==> src/rtl/score_draw_pkg.sv <==
// Shared constants, FSM state type and the double-dabble adjust step for score_draw.
package score_draw_pkg;

  localparam int GLYPH_W = 8;
  localparam int GLYPH_H = 16;
  localparam int DIGITS  = 4;
  localparam int BCD_W   = 4 * DIGITS;
  localparam int BIN_W   = 12;
  localparam int CNT_W   = 4;

  typedef enum logic [1:0] {
    IDLE,
    CONVERT,
    DONE
  } conv_state_e;

  // Add 3 to every BCD nibble that is 5 or more, ahead of the next left shift.
  function automatic logic [BCD_W-1:0] dabble_adjust(input logic [BCD_W-1:0] bcd);
    logic [BCD_W-1:0] adj;
    adj = bcd;
    for (int i = 0; i < DIGITS; i++) begin
      if (bcd[4*i +: 4] >= 4'd5) adj[4*i +: 4] = bcd[4*i +: 4] + 4'd3;
    end
    return adj;
  endfunction

endpackage

==> src/rtl/score_draw_digit_font_rom.sv <==
// 8x16 glyphs for digits 0-9, one registered row per cycle; other codes read blank.
module digit_font_rom
  import score_draw_pkg::*;
(
  input  logic       clk,
  input  logic [3:0] digit,
  input  logic [3:0] row,
  output logic [7:0] row_bits
);

  logic [GLYPH_W*GLYPH_H-1:0] glyph;
  logic [7:0]                 row_bits_d;

  // Glyph lookup; row 0 is the most significant byte.
  always_comb begin
    glyph = '0;
    case (digit)
      4'd0: glyph = 128'h00007CC6C6CEDEF6E6C6C67C00000000;
      4'd1: glyph = 128'h00001838781818181818187E00000000;
      4'd2: glyph = 128'h00007CC6060C183060C0C6FE00000000;
      4'd3: glyph = 128'h00007CC606063C060606C67C00000000;
      4'd4: glyph = 128'h00000C1C3C6CCCFE0C0C0C1E00000000;
      4'd5: glyph = 128'h0000FEC0C0C0FC060606C67C00000000;
      4'd6: glyph = 128'h00003860C0C0FCC6C6C6C67C00000000;
      4'd7: glyph = 128'h0000FEC606060C183030303000000000;
      4'd8: glyph = 128'h00007CC6C6C67CC6C6C6C67C00000000;
      4'd9: glyph = 128'h00007CC6C6C67E0606060C7800000000;
      default: glyph = '0;
    endcase
    row_bits_d = glyph[{~row, 3'b000} +: 8];
  end

  // Row output register.
  always_ff @(posedge clk) begin
    row_bits <= row_bits_d;
  end

endmodule

==> src/rtl/score_draw.sv <==
// Four-digit decimal survival-time overlay: per-frame double-dabble conversion
// plus a 2-cycle pixel pipeline with matched sync/blank delay.
module score_draw
  import score_draw_pkg::*;
#(
  parameter logic [10:0] SCORE_X    = 11'd16,
  parameter logic [9:0]  SCORE_Y    = 10'd16,
  parameter int          SCALE_LOG2 = 1,
  parameter logic [11:0] FG_COLOR   = 12'hFFF
) (
  input  logic        system_clock_in,
  input  logic        system_reset,
  input  logic [10:0] hcount,
  input  logic [9:0]  vcount,
  input  logic        hsync,
  input  logic        vsync,
  input  logic        blank,
  input  logic [11:0] time_alive,
  output logic [11:0] rgb,
  output logic        pixel_on,
  output logic        hsync_out,
  output logic        vsync_out,
  output logic        blank_out,
  output logic [15:0] bcd_out,
  output logic        bcd_valid
);

  localparam int CELL_SHIFT = 3 + SCALE_LOG2;
  localparam int BOX_W      = DIGITS * (GLYPH_W << SCALE_LOG2);
  localparam int BOX_H      = GLYPH_H << SCALE_LOG2;

  // ---------------------------------------------------------------------------
  // Binary-to-BCD conversion engine
  // ---------------------------------------------------------------------------
  conv_state_e            state_q, state_d;
  logic [CNT_W-1:0]       cnt_q, cnt_d;
  logic [BIN_W-1:0]       bin_q, bin_d;
  logic [BCD_W-1:0]       acc_q, acc_d;
  logic [BCD_W-1:0]       bcd_out_q, bcd_out_d;
  logic                   bcd_valid_q, bcd_valid_d;
  logic [BCD_W+BIN_W-1:0] shift_w;
  logic                   start;

  assign start   = (hcount == 11'd1) && (vcount == 10'd1);
  assign shift_w = {dabble_adjust(acc_q), bin_q} << 1;

  // Next-state and datapath for the conversion FSM. The result is loaded on the
  // final shift so bcd_out and bcd_valid are both visible during DONE.
  always_comb begin
    state_d     = state_q;
    cnt_d       = cnt_q;
    bin_d       = bin_q;
    acc_d       = acc_q;
    bcd_out_d   = bcd_out_q;
    bcd_valid_d = 1'b0;
    case (state_q)
      IDLE: begin
        if (start) begin
          bin_d   = time_alive;
          acc_d   = '0;
          cnt_d   = '0;
          state_d = CONVERT;
        end
      end
      CONVERT: begin
        {acc_d, bin_d} = shift_w;
        cnt_d          = cnt_q + 1'b1;
        if (cnt_q == CNT_W'(BIN_W - 1)) begin
          bcd_out_d   = shift_w[BCD_W+BIN_W-1 -: BCD_W];
          bcd_valid_d = 1'b1;
          state_d     = DONE;
        end
      end
      DONE: begin
        state_d = IDLE;
      end
      default: state_d = IDLE;
    endcase
  end

  // Conversion control and published result.
  always_ff @(posedge system_clock_in) begin
    if (system_reset) begin
      state_q     <= IDLE;
      cnt_q       <= '0;
      bcd_out_q   <= '0;
      bcd_valid_q <= 1'b0;
    end else begin
      state_q     <= state_d;
      cnt_q       <= cnt_d;
      bcd_out_q   <= bcd_out_d;
      bcd_valid_q <= bcd_valid_d;
    end
  end

  // Shift-register and accumulator data, reloaded at every start.
  always_ff @(posedge system_clock_in) begin
    bin_q <= bin_d;
    acc_q <= acc_d;
  end

  assign bcd_out   = bcd_out_q;
  assign bcd_valid = bcd_valid_q;

  // ---------------------------------------------------------------------------
  // Stage 1: box decode, digit select, leading-zero suppression, ROM address
  // ---------------------------------------------------------------------------
  logic [10:0] dx, dy;
  logic [1:0]  digit_idx;
  logic [2:0]  glyph_col;
  logic [3:0]  glyph_row;
  logic [3:0]  nibble;
  logic        in_box_p1_d, suppress_p1_d;
  logic        in_box_p1_q, suppress_p1_q;
  logic [2:0]  col_p1_q;
  logic [7:0]  row_bits_p1;
  logic        hs_p1_q, vs_p1_q, bl_p1_q;

  // Raster-to-glyph mapping for the current pixel.
  always_comb begin
    dx          = hcount - SCORE_X;
    dy          = {1'b0, vcount} - {1'b0, SCORE_Y};
    in_box_p1_d = (hcount >= SCORE_X) && (dx < 11'(BOX_W)) &&
                  (vcount >= SCORE_Y) && (dy < 11'(BOX_H)) && !blank;
    digit_idx   = dx[CELL_SHIFT+1 : CELL_SHIFT];
    glyph_col   = dx[SCALE_LOG2+2 : SCALE_LOG2];
    glyph_row   = dy[SCALE_LOG2+3 : SCALE_LOG2];
    nibble      = bcd_out_q[{~digit_idx, 2'b00} +: 4];
    case (digit_idx)
      2'd0:    suppress_p1_d = (bcd_out_q[15:12] == 4'd0);
      2'd1:    suppress_p1_d = (bcd_out_q[15:8] == 8'd0);
      2'd2:    suppress_p1_d = (bcd_out_q[15:4] == 12'd0);
      default: suppress_p1_d = 1'b0;
    endcase
  end

  digit_font_rom u_font (
    .clk      (system_clock_in),
    .digit    (nibble),
    .row      (glyph_row),
    .row_bits (row_bits_p1)
  );

  // Stage 1 control registers.
  always_ff @(posedge system_clock_in) begin
    if (system_reset) begin
      in_box_p1_q <= 1'b0;
      hs_p1_q     <= 1'b0;
      vs_p1_q     <= 1'b0;
      bl_p1_q     <= 1'b0;
    end else begin
      in_box_p1_q <= in_box_p1_d;
      hs_p1_q     <= hsync;
      vs_p1_q     <= vsync;
      bl_p1_q     <= blank;
    end
  end

  // Stage 1 data registers.
  always_ff @(posedge system_clock_in) begin
    suppress_p1_q <= suppress_p1_d;
    col_p1_q      <= glyph_col;
  end

  // ---------------------------------------------------------------------------
  // Stage 2: glyph bit pick and colour
  // ---------------------------------------------------------------------------
  logic        pixel_on_p2_d, pixel_on_p2_q;
  logic [11:0] rgb_p2_d, rgb_p2_q;
  logic        hs_p2_q, vs_p2_q, bl_p2_q;

  // Lit-pixel decision from the ROM row.
  always_comb begin
    pixel_on_p2_d = in_box_p1_q && !suppress_p1_q && row_bits_p1[3'd7 - col_p1_q];
    rgb_p2_d      = pixel_on_p2_d ? FG_COLOR : 12'h000;
  end

  // Stage 2 output registers.
  always_ff @(posedge system_clock_in) begin
    if (system_reset) begin
      pixel_on_p2_q <= 1'b0;
      rgb_p2_q      <= 12'h000;
      hs_p2_q       <= 1'b0;
      vs_p2_q       <= 1'b0;
      bl_p2_q       <= 1'b0;
    end else begin
      pixel_on_p2_q <= pixel_on_p2_d;
      rgb_p2_q      <= rgb_p2_d;
      hs_p2_q       <= hs_p1_q;
      vs_p2_q       <= vs_p1_q;
      bl_p2_q       <= bl_p1_q;
    end
  end

  assign pixel_on  = pixel_on_p2_q;
  assign rgb       = rgb_p2_q;
  assign hsync_out = hs_p2_q;
  assign vsync_out = vs_p2_q;
  assign blank_out = bl_p2_q;

endmodule
==> config.mk <==
export PLATFORM = sky130hd
export DESIGN_NAME = score_draw
export DESIGN_NICKNAME = d
export VERILOG_FILES = /design/src/rtl/score_draw_pkg.sv /design/src/rtl/score_draw_digit_font_rom.sv /design/src/rtl/score_draw.sv
export SDC_FILE = /design/constraint.sdc
export NUM_CORES = 1
export LEC_CHECK = 0
export ABC_CLOCK_PERIOD_IN_PS = 6000
export BUFFER_PORTS_ARGS = -buffer_cell sky130_fd_sc_hd__buf_2
export CORE_MARGIN = 10
export CORE_UTILIZATION = 35
export DETAILED_ROUTE_END_ITERATION = 8
export GPL_TIMING_DRIVEN = 1
export HOLD_SLACK_MARGIN = 0.08
export MAX_ROUTING_LAYER = met4
export PLACE_DENSITY = 0.64
export SLEW_MARGIN = 5
export SYNTH_ARGS = -nofsm -noshare
export SYNTH_HDL_FRONTEND = slang
export SYNTH_HIERARCHICAL = 1
export SYNTH_SLANG_ARGS = --single-unit
==> constraint.sdc <==
create_clock -name system_clock_in -period 6 [get_ports system_clock_in]
set_input_delay 0.9 -clock system_clock_in [delete_from_list [all_inputs] [get_ports system_clock_in]]
set_output_delay 0.9 -clock system_clock_in [all_outputs]
set_load 0.05 [all_outputs]
* Word level (Yosys, flattened, before mapping)
Memories as Yosys holds them, arrays and structs flattened.
Cells that the tools add are included.
** Word-level totals
- Output and inout bits :: 33
- Register bits after elaboration :: 83
- Bits in read-only memories :: 1120
- Memories kept :: 1
** Memories
- (no name shown) :: words 16, width 70, read ports 1, clocked after memory_dff 0, write ports 0, RTL line score_draw_digit_font_rom.sv:17 : case (digit)
** Cells by class
- Bitwise logic cells :: 3
- Shift-type cells :: 2
- Magnitude comparators :: 9
- Add/subtract/negate cells :: 8
- Reductions and logical operators :: 19
- Equal/unequal tests :: 8
- Muxes and demuxes :: 18
** Operators with widths (number)
- 128-bit by 8-bit indexed part select with 8-bit output :: 1
- 16-bit case mux with 2 select lines :: 1
- 12-bit two-way mux :: 2
- 12-bit case mux with 2 select lines :: 1
- 4-bit by 3-bit >= comparator with 1-bit output, second input constant :: 4
- 16-bit two-way mux :: 1
- 4-bit two-way mux :: 4
- 16-bit by 5-bit indexed part select with 4-bit output :: 1
- 4-bit by 2-bit adder with 4-bit output, second input constant :: 3
- 12-bit logical NOT :: 1
- 11-bit by 1-bit == test with 1-bit output, second input constant :: 1
- 11-bit by 5-bit >= comparator with 1-bit output, second input constant :: 1
- 11-bit by 6-bit < comparator with 1-bit output, second input constant :: 1
- 11-bit by 7-bit < comparator with 1-bit output, second input constant :: 1
- 10-bit by 5-bit subtractor with 11-bit output, second input constant :: 1
- 11-bit by 5-bit subtractor with 11-bit output, second input constant :: 1
- 10-bit by 1-bit == test with 1-bit output, second input constant :: 1
- 10-bit by 5-bit >= comparator with 1-bit output, second input constant :: 1
- 8-bit logical NOT :: 1
- 4-bit case mux with 2 select lines :: 1
- 1-bit logical AND :: 7
- 2-bit AND reduction :: 3
- 4-bit by 1-bit adder with 4-bit output, second input constant :: 1
- 2-bit by 1-bit == test with 1-bit output, second input constant :: 2
- other kinds (20) :: 25

* Logic depth before layout (Yosys ltp)
- Word-level depth :: 6
- Gate-level depth with buffers :: 13
- Depth with buffers taken out :: 10

* By module
Netlist, hierarchy kept.
** By module, submodules not included
- score_draw :: cells an instance 305, area an instance 3098.0 µm², instances 1
- digit_font_rom :: cells an instance 195, area an instance 1325.0 µm², instances 1

* Worst setup path before layout
No wires, ideal clock.
- Path kind :: input-to-reg
- Start :: in hcount[4]
- End :: reg u_font.row_bits[2]
- Required time :: 5883 ps
- Stages on the path :: 12
- Library setup time :: 117 ps
- Setup slack :: 2484 ps
- Arrival :: 3399 ps
- Path through :: clkbuf_1 > inv_1 > ha_1 > mux4_2 > buf_2 > inv_1 > ha_1 > inv_1 > o21ai_1 > a221oi_1 > a311o_1 > a32o_1
** On the way
- Longest elaborated chain between the ends :: 5
** RTL lines
- from (decl) :: RTL line score_draw.sv:13 : input logic [10:0] hcount,
- 11-bit by 5-bit subtractor with 11-bit output :: RTL line score_draw.sv:121 : dx = hcount - SCORE_X;
- 2-bit NOT :: RTL line score_draw.sv:128 : nibble = bcd_out_q[{~digit_idx, 2'b00} +: 4];
- 16-bit by 5-bit indexed part select with 4-bit output :: RTL line score_draw.sv:128
- named net nibble[1] :: RTL line score_draw.sv:112 : logic [3:0] nibble;
- memory 16 x 70 bit
- 128-bit by 8-bit indexed part select with 8-bit output :: RTL line score_draw_digit_font_rom.sv:30 : row_bits_d = glyph[{~row, 3'b000} +: 8];
- named net u_font.row_bits_d[2] :: RTL line score_draw_digit_font_rom.sv:12 : logic [7:0] row_bits_d;
- to (signal assigned) :: RTL line score_draw_digit_font_rom.sv:35 : row_bits <= row_bits_d;
- to (decl) :: RTL line score_draw_digit_font_rom.sv:8 : output logic [7:0] row_bits
The timed path passes the listed nets, and every way through them passes these cells.
A chain may end at the register's enable or synchronous reset.

* Final worst setup path
Ends and elaborated chain as after synthesis.

==> reports/results.txt <==
Fin. Hold Viols: 0
Post-CTS Setup Bufs: 0
Clock Tree Buf Depth: 2
Residual DRC: 0
Seq/Total Area, Yosys: 38.02%
RSZ-0062 raised after global routing: false
Synth Warn #: 6
Synth async-reset ratio: 0%
Clock group share of total power: 47.6%
Most common flop cell mapped by yosys: dfxtp_1
Remaining global-route overflow: 0
Cell count after synthesis: 500
Mapped Area: 4423 um2
EDFF count, synth: 28
Vias in the first global route: 3827
Global-route wire length before repair: 19.11 mm
Average wire per standard cell: 16.37 um
H-tree lvl count: 3
Mapped Nets: 561
CTS sink cnt: 70
CTS clk-pin slew, worst paths: 60 ps
Crit path max-delay cell type: ha_1
VDD IR-drop max: 0.1514 mV
CP dominant cell by count: inv_1
Core area: 12520 um2
Synth Area in Adders: 6.506%
Initial antenna violation count: 0
Clock Skew: 8.255 ps
Crit path launch: hcount[4]
Setup ws final: 2660 ps
Final ANT Viol Nets: 0
Via density: 5.273
Hold Buf Count CTS: 0
Clock Latency Late Sink: 340 ps
Flops & latches, synth: 70
Die Footprint: 17530 um2
R2r setup slk: 3430 ps
# nets final: 602
Area of the multi-input gates: 2395 um2
DR pass1 iterations: 4
DRT iter0 DRCs: 175
Root Driver: clkbuf_16
Power share of the combinational group: 7.3%
Relative slew slack: 28.25%
Unique cell type count in the Yosys netlist: 66
Pwr per Cell Area: 223.7 nW/um2
Reg2Reg Depth: 8
Filler cells: 1274
FF-to-FF End: u_font/row_bits[1]
Worst hold path type: register to register
Input/output buffers: 70
Switching Fraction: 23.69%
WP data arrival: 3570 ps
R2r startpoint: bcd_out[13]
Die H: 132.4 um
Syn avg cell area: 8.846 um2
Setup violations, final: 0
Final Power: 1.129 mW
Synth Area in Compound Gates: 16.55%
Pre-CTS setup slack: 2324 ps
CTS buffer count: 9
Setup crit end: u_font/row_bits[2]
GRT Util Overall: 13.62%
Largest net degree at the start of global routing: 42
WL final: 11.76 mm
Via count: 3786
Peak Freq: 0.2994 GHz
Detailed placement HPWL: 8.767 mm
Slew @ Worst Pin: 1074 ps
Maximum fanout along the worst path: 13
Slowest cell delay on critical path: 440 ps
Leakage: 2.084 nW
# IOs: 71
Cell breakdown of the critical path: buf_2 > inv_1 > ha_1 > mux4_2 > inv_1 > ha_1 > inv_1 > o21ai_1 > a221oi_1 > a311o_1 > a32o_1
Part of the power in registers: 45.2%
Layout area overhead: 14.06%
Crit Path Class: input port to register
Final instance area: 5045 um2
Ant. Diodes: 0
Share of cells above drive strength 1: 20.33%
Placed insts: 702
Largest family of logic cells by synthesized area: simple AND/OR/NAND/NOR gates
Status: completed
Fin Setup TNS: 0 ps
Die Wd: 132.4 um
Minimum clock period: 3340 ps
Fin. max-slew vios: 0
Post-synthesis mux area share: 5.714%
Placed Area: 4747 um2
Final cell count without fillers: 718
Sequential cell area: 1682 um2
Internal power: 0.8613 mW
Worst setup SP type: input port
Post-Synth Simple-Gate Area: 23.59%
Post-Synth XOR/XNOR Area: 1.584%
Crit. End Element: register
GPL Wtd Cong: 0.9332
CTS tree: yes
Worst EP required: 6230 ps
Final Cycle Share: 55.67%
Max-Cap Viols: 0
Sw power: 0.2673 mW
Starting density of the core: 35.34%
Post-CTS sizing: 0
Cell Rows: 41
## kinds of logic (layout without fill, tap and decap cells)
family                     after synthesis  in the layout
AOI/OAI and AO/OA                      114            114
other                                    1              1
muxes                                   17             17
adders and majority gates               23             23
DFF                                     70             70
buffers and inverters                   65            111
and+or+nand+nor                        202            202
xor gates and xnor gates                 8              8
## cells in the final DEF, fill, tap and decap left out, types with 2 or more instances in the layout
| master | n |
|---|---|
| a21oi_1 | 28 |
| o211ai_1 | 10 |
| o21ai_0 | 21 |
| nand2_1 | 60 |
| xnor2_1 | 5 |
| mux4_2 | 6 |
| nor4b_1 | 3 |
| ha_1 | 23 |
| clkinv_2 | 2 |
| nor2b_1 | 15 |
| o22ai_1 | 11 |
| a31oi_1 | 4 |
| clkbuf_16 | 9 |
| nand3_1 | 12 |
| nand2b_1 | 26 |
| inv_1 | 22 |
| edfxtp_1 | 28 |
| buf_2 | 70 |
| mux2i_1 | 5 |
| o21a_1 | 3 |
| nor2_1 | 39 |
| or4_1 | 2 |
| nor3_1 | 13 |
| mux2_2 | 6 |
| o21ai_1 | 4 |
| nor4_1 | 5 |
| a21o_1 | 7 |
| a21oi_2 | 2 |
| nor3b_1 | 8 |
| dfxtp_1 | 42 |
| a211oi_1 | 6 |
| and2_1 | 4 |
| a221oi_1 | 2 |
| xor2_1 | 3 |
| nand4_1 | 3 |
| clkinvlp_4 | 2 |
| buf_4 | 3 |
| o31ai_1 | 2 |
## layout make-up
type | instances | share of cell area [%]
tap | 172 | 4.266
clock buffer | 9 | 4.464
clock inverter | 7 | 1.438
sequential | 70 | 33.33
timing repair buffer | 73 | 7.391
inverter | 22 | 1.637
multi-input combinational | 365 | 47.47
## state kept, by name, indices dropped and copies added, names as in the netlist
| register | count |
|---|---|
| acc_q | 16 |
| bcd_out | 16 |
| bcd_valid | 1 |
| bin_q | 12 |
| bl_p1_q | 1 |
| blank_out | 1 |
| cnt_q | 4 |
| col_p1_q | 3 |
| hs_p1_q | 1 |
| hsync_out | 1 |
| in_box_p1_q | 1 |
| rgb | 1 |
| state_q | 2 |
| suppress_p1_q | 1 |
| u_font/row_bits | 7 |
| vs_p1_q | 1 |
| vsync_out | 1 |
## worst min path at each step
stage | end | cells after the start | start
3_5_place_dp | rgb[10] | 1 | suppress_p1_q
2_1_floorplan | rgb[10] | 1 | suppress_p1_q
6_report | rgb[10] | 1 | suppress_p1_q
5_1_grt | rgb[10] | 1 | suppress_p1_q
4_1_cts | rgb[10] | 1 | suppress_p1_q
3_3_place_gp | blank_out | 1 | bl_p1_q
## per-layer routing
layer	GRT usage (%)	share of wire, %	vias to the layer above
met1	15.57	43	1807
met5	-	0	-
met3	2.498	4.0	20
met2	22.83	50	112
li1	-	-	1847
met4	6.051	2.6	0
## cells in the mapped netlist, drive strengths merged (2+ instances only)
master | instances | area, um2
o311ai | 2 | 17.52
o31ai | 2 | 15.01
o21ai | 25 | 125.1
a31oi | 4 | 25.02
nor2 | 39 | 146.4
buf | 32 | 225.2
inv | 22 | 82.58
mux2i | 5 | 50.05
edfxtp | 28 | 840.8
a21o | 7 | 52.55
a221oi | 2 | 17.52
nand2b | 27 | 176.4
nand2 | 61 | 231.5
nand4 | 3 | 18.77
and2 | 4 | 25.02
xor2 | 3 | 26.28
clkbuf | 11 | 43.79
a21oi | 30 | 157.7
nand3 | 12 | 60.06
a211oi | 6 | 45.04
nor4b | 4 | 41.29
o22ai | 11 | 68.82
o21a | 3 | 22.52
nor4 | 6 | 43.79
a31o | 2 | 17.52
o211ai | 10 | 75.07
nor3b | 8 | 60.06
xnor2 | 5 | 43.79
dfxtp | 42 | 840.8
nor2b | 16 | 102.6
ha | 23 | 287.8
mux2 | 6 | 67.56
nor3 | 14 | 70.07
or4 | 2 | 15.01
mux4 | 6 | 135.1
## worst max-delay path: cells and delay by family
family | cells | cell delay (ps)
compound gates | 4 | 820
fa+ha+maj | 2 | 820
buf+inv | 4 | 620
mux | 1 | 410
## power by group through the flow
stage | Clock, mW | Sequential (mW) | Combinational, mW
2_1_floorplan | 0 | 0.519 | 0.0529
3_3_place_gp | 0 | 0.520 | 0.0812
3_5_place_dp | 0 | 0.520 | 0.0812
4_1_cts | 0.549 | 0.510 | 0.0816
5_1_grt | 0.568 | 0.511 | 0.0914
6_report | 0.537 | 0.510 | 0.0821
## through the flow
step           hold WS (ps)  util (%)
2_1_floorplan         374.3         -
3_3_place_gp          418.5     37.92
3_5_place_dp          414.4     37.92
4_1_cts               431.6     40.30
5_1_grt               429.6     40.30
6_report              433.6     40.30
Note: power is estimated with default switching activity, not from simulation.
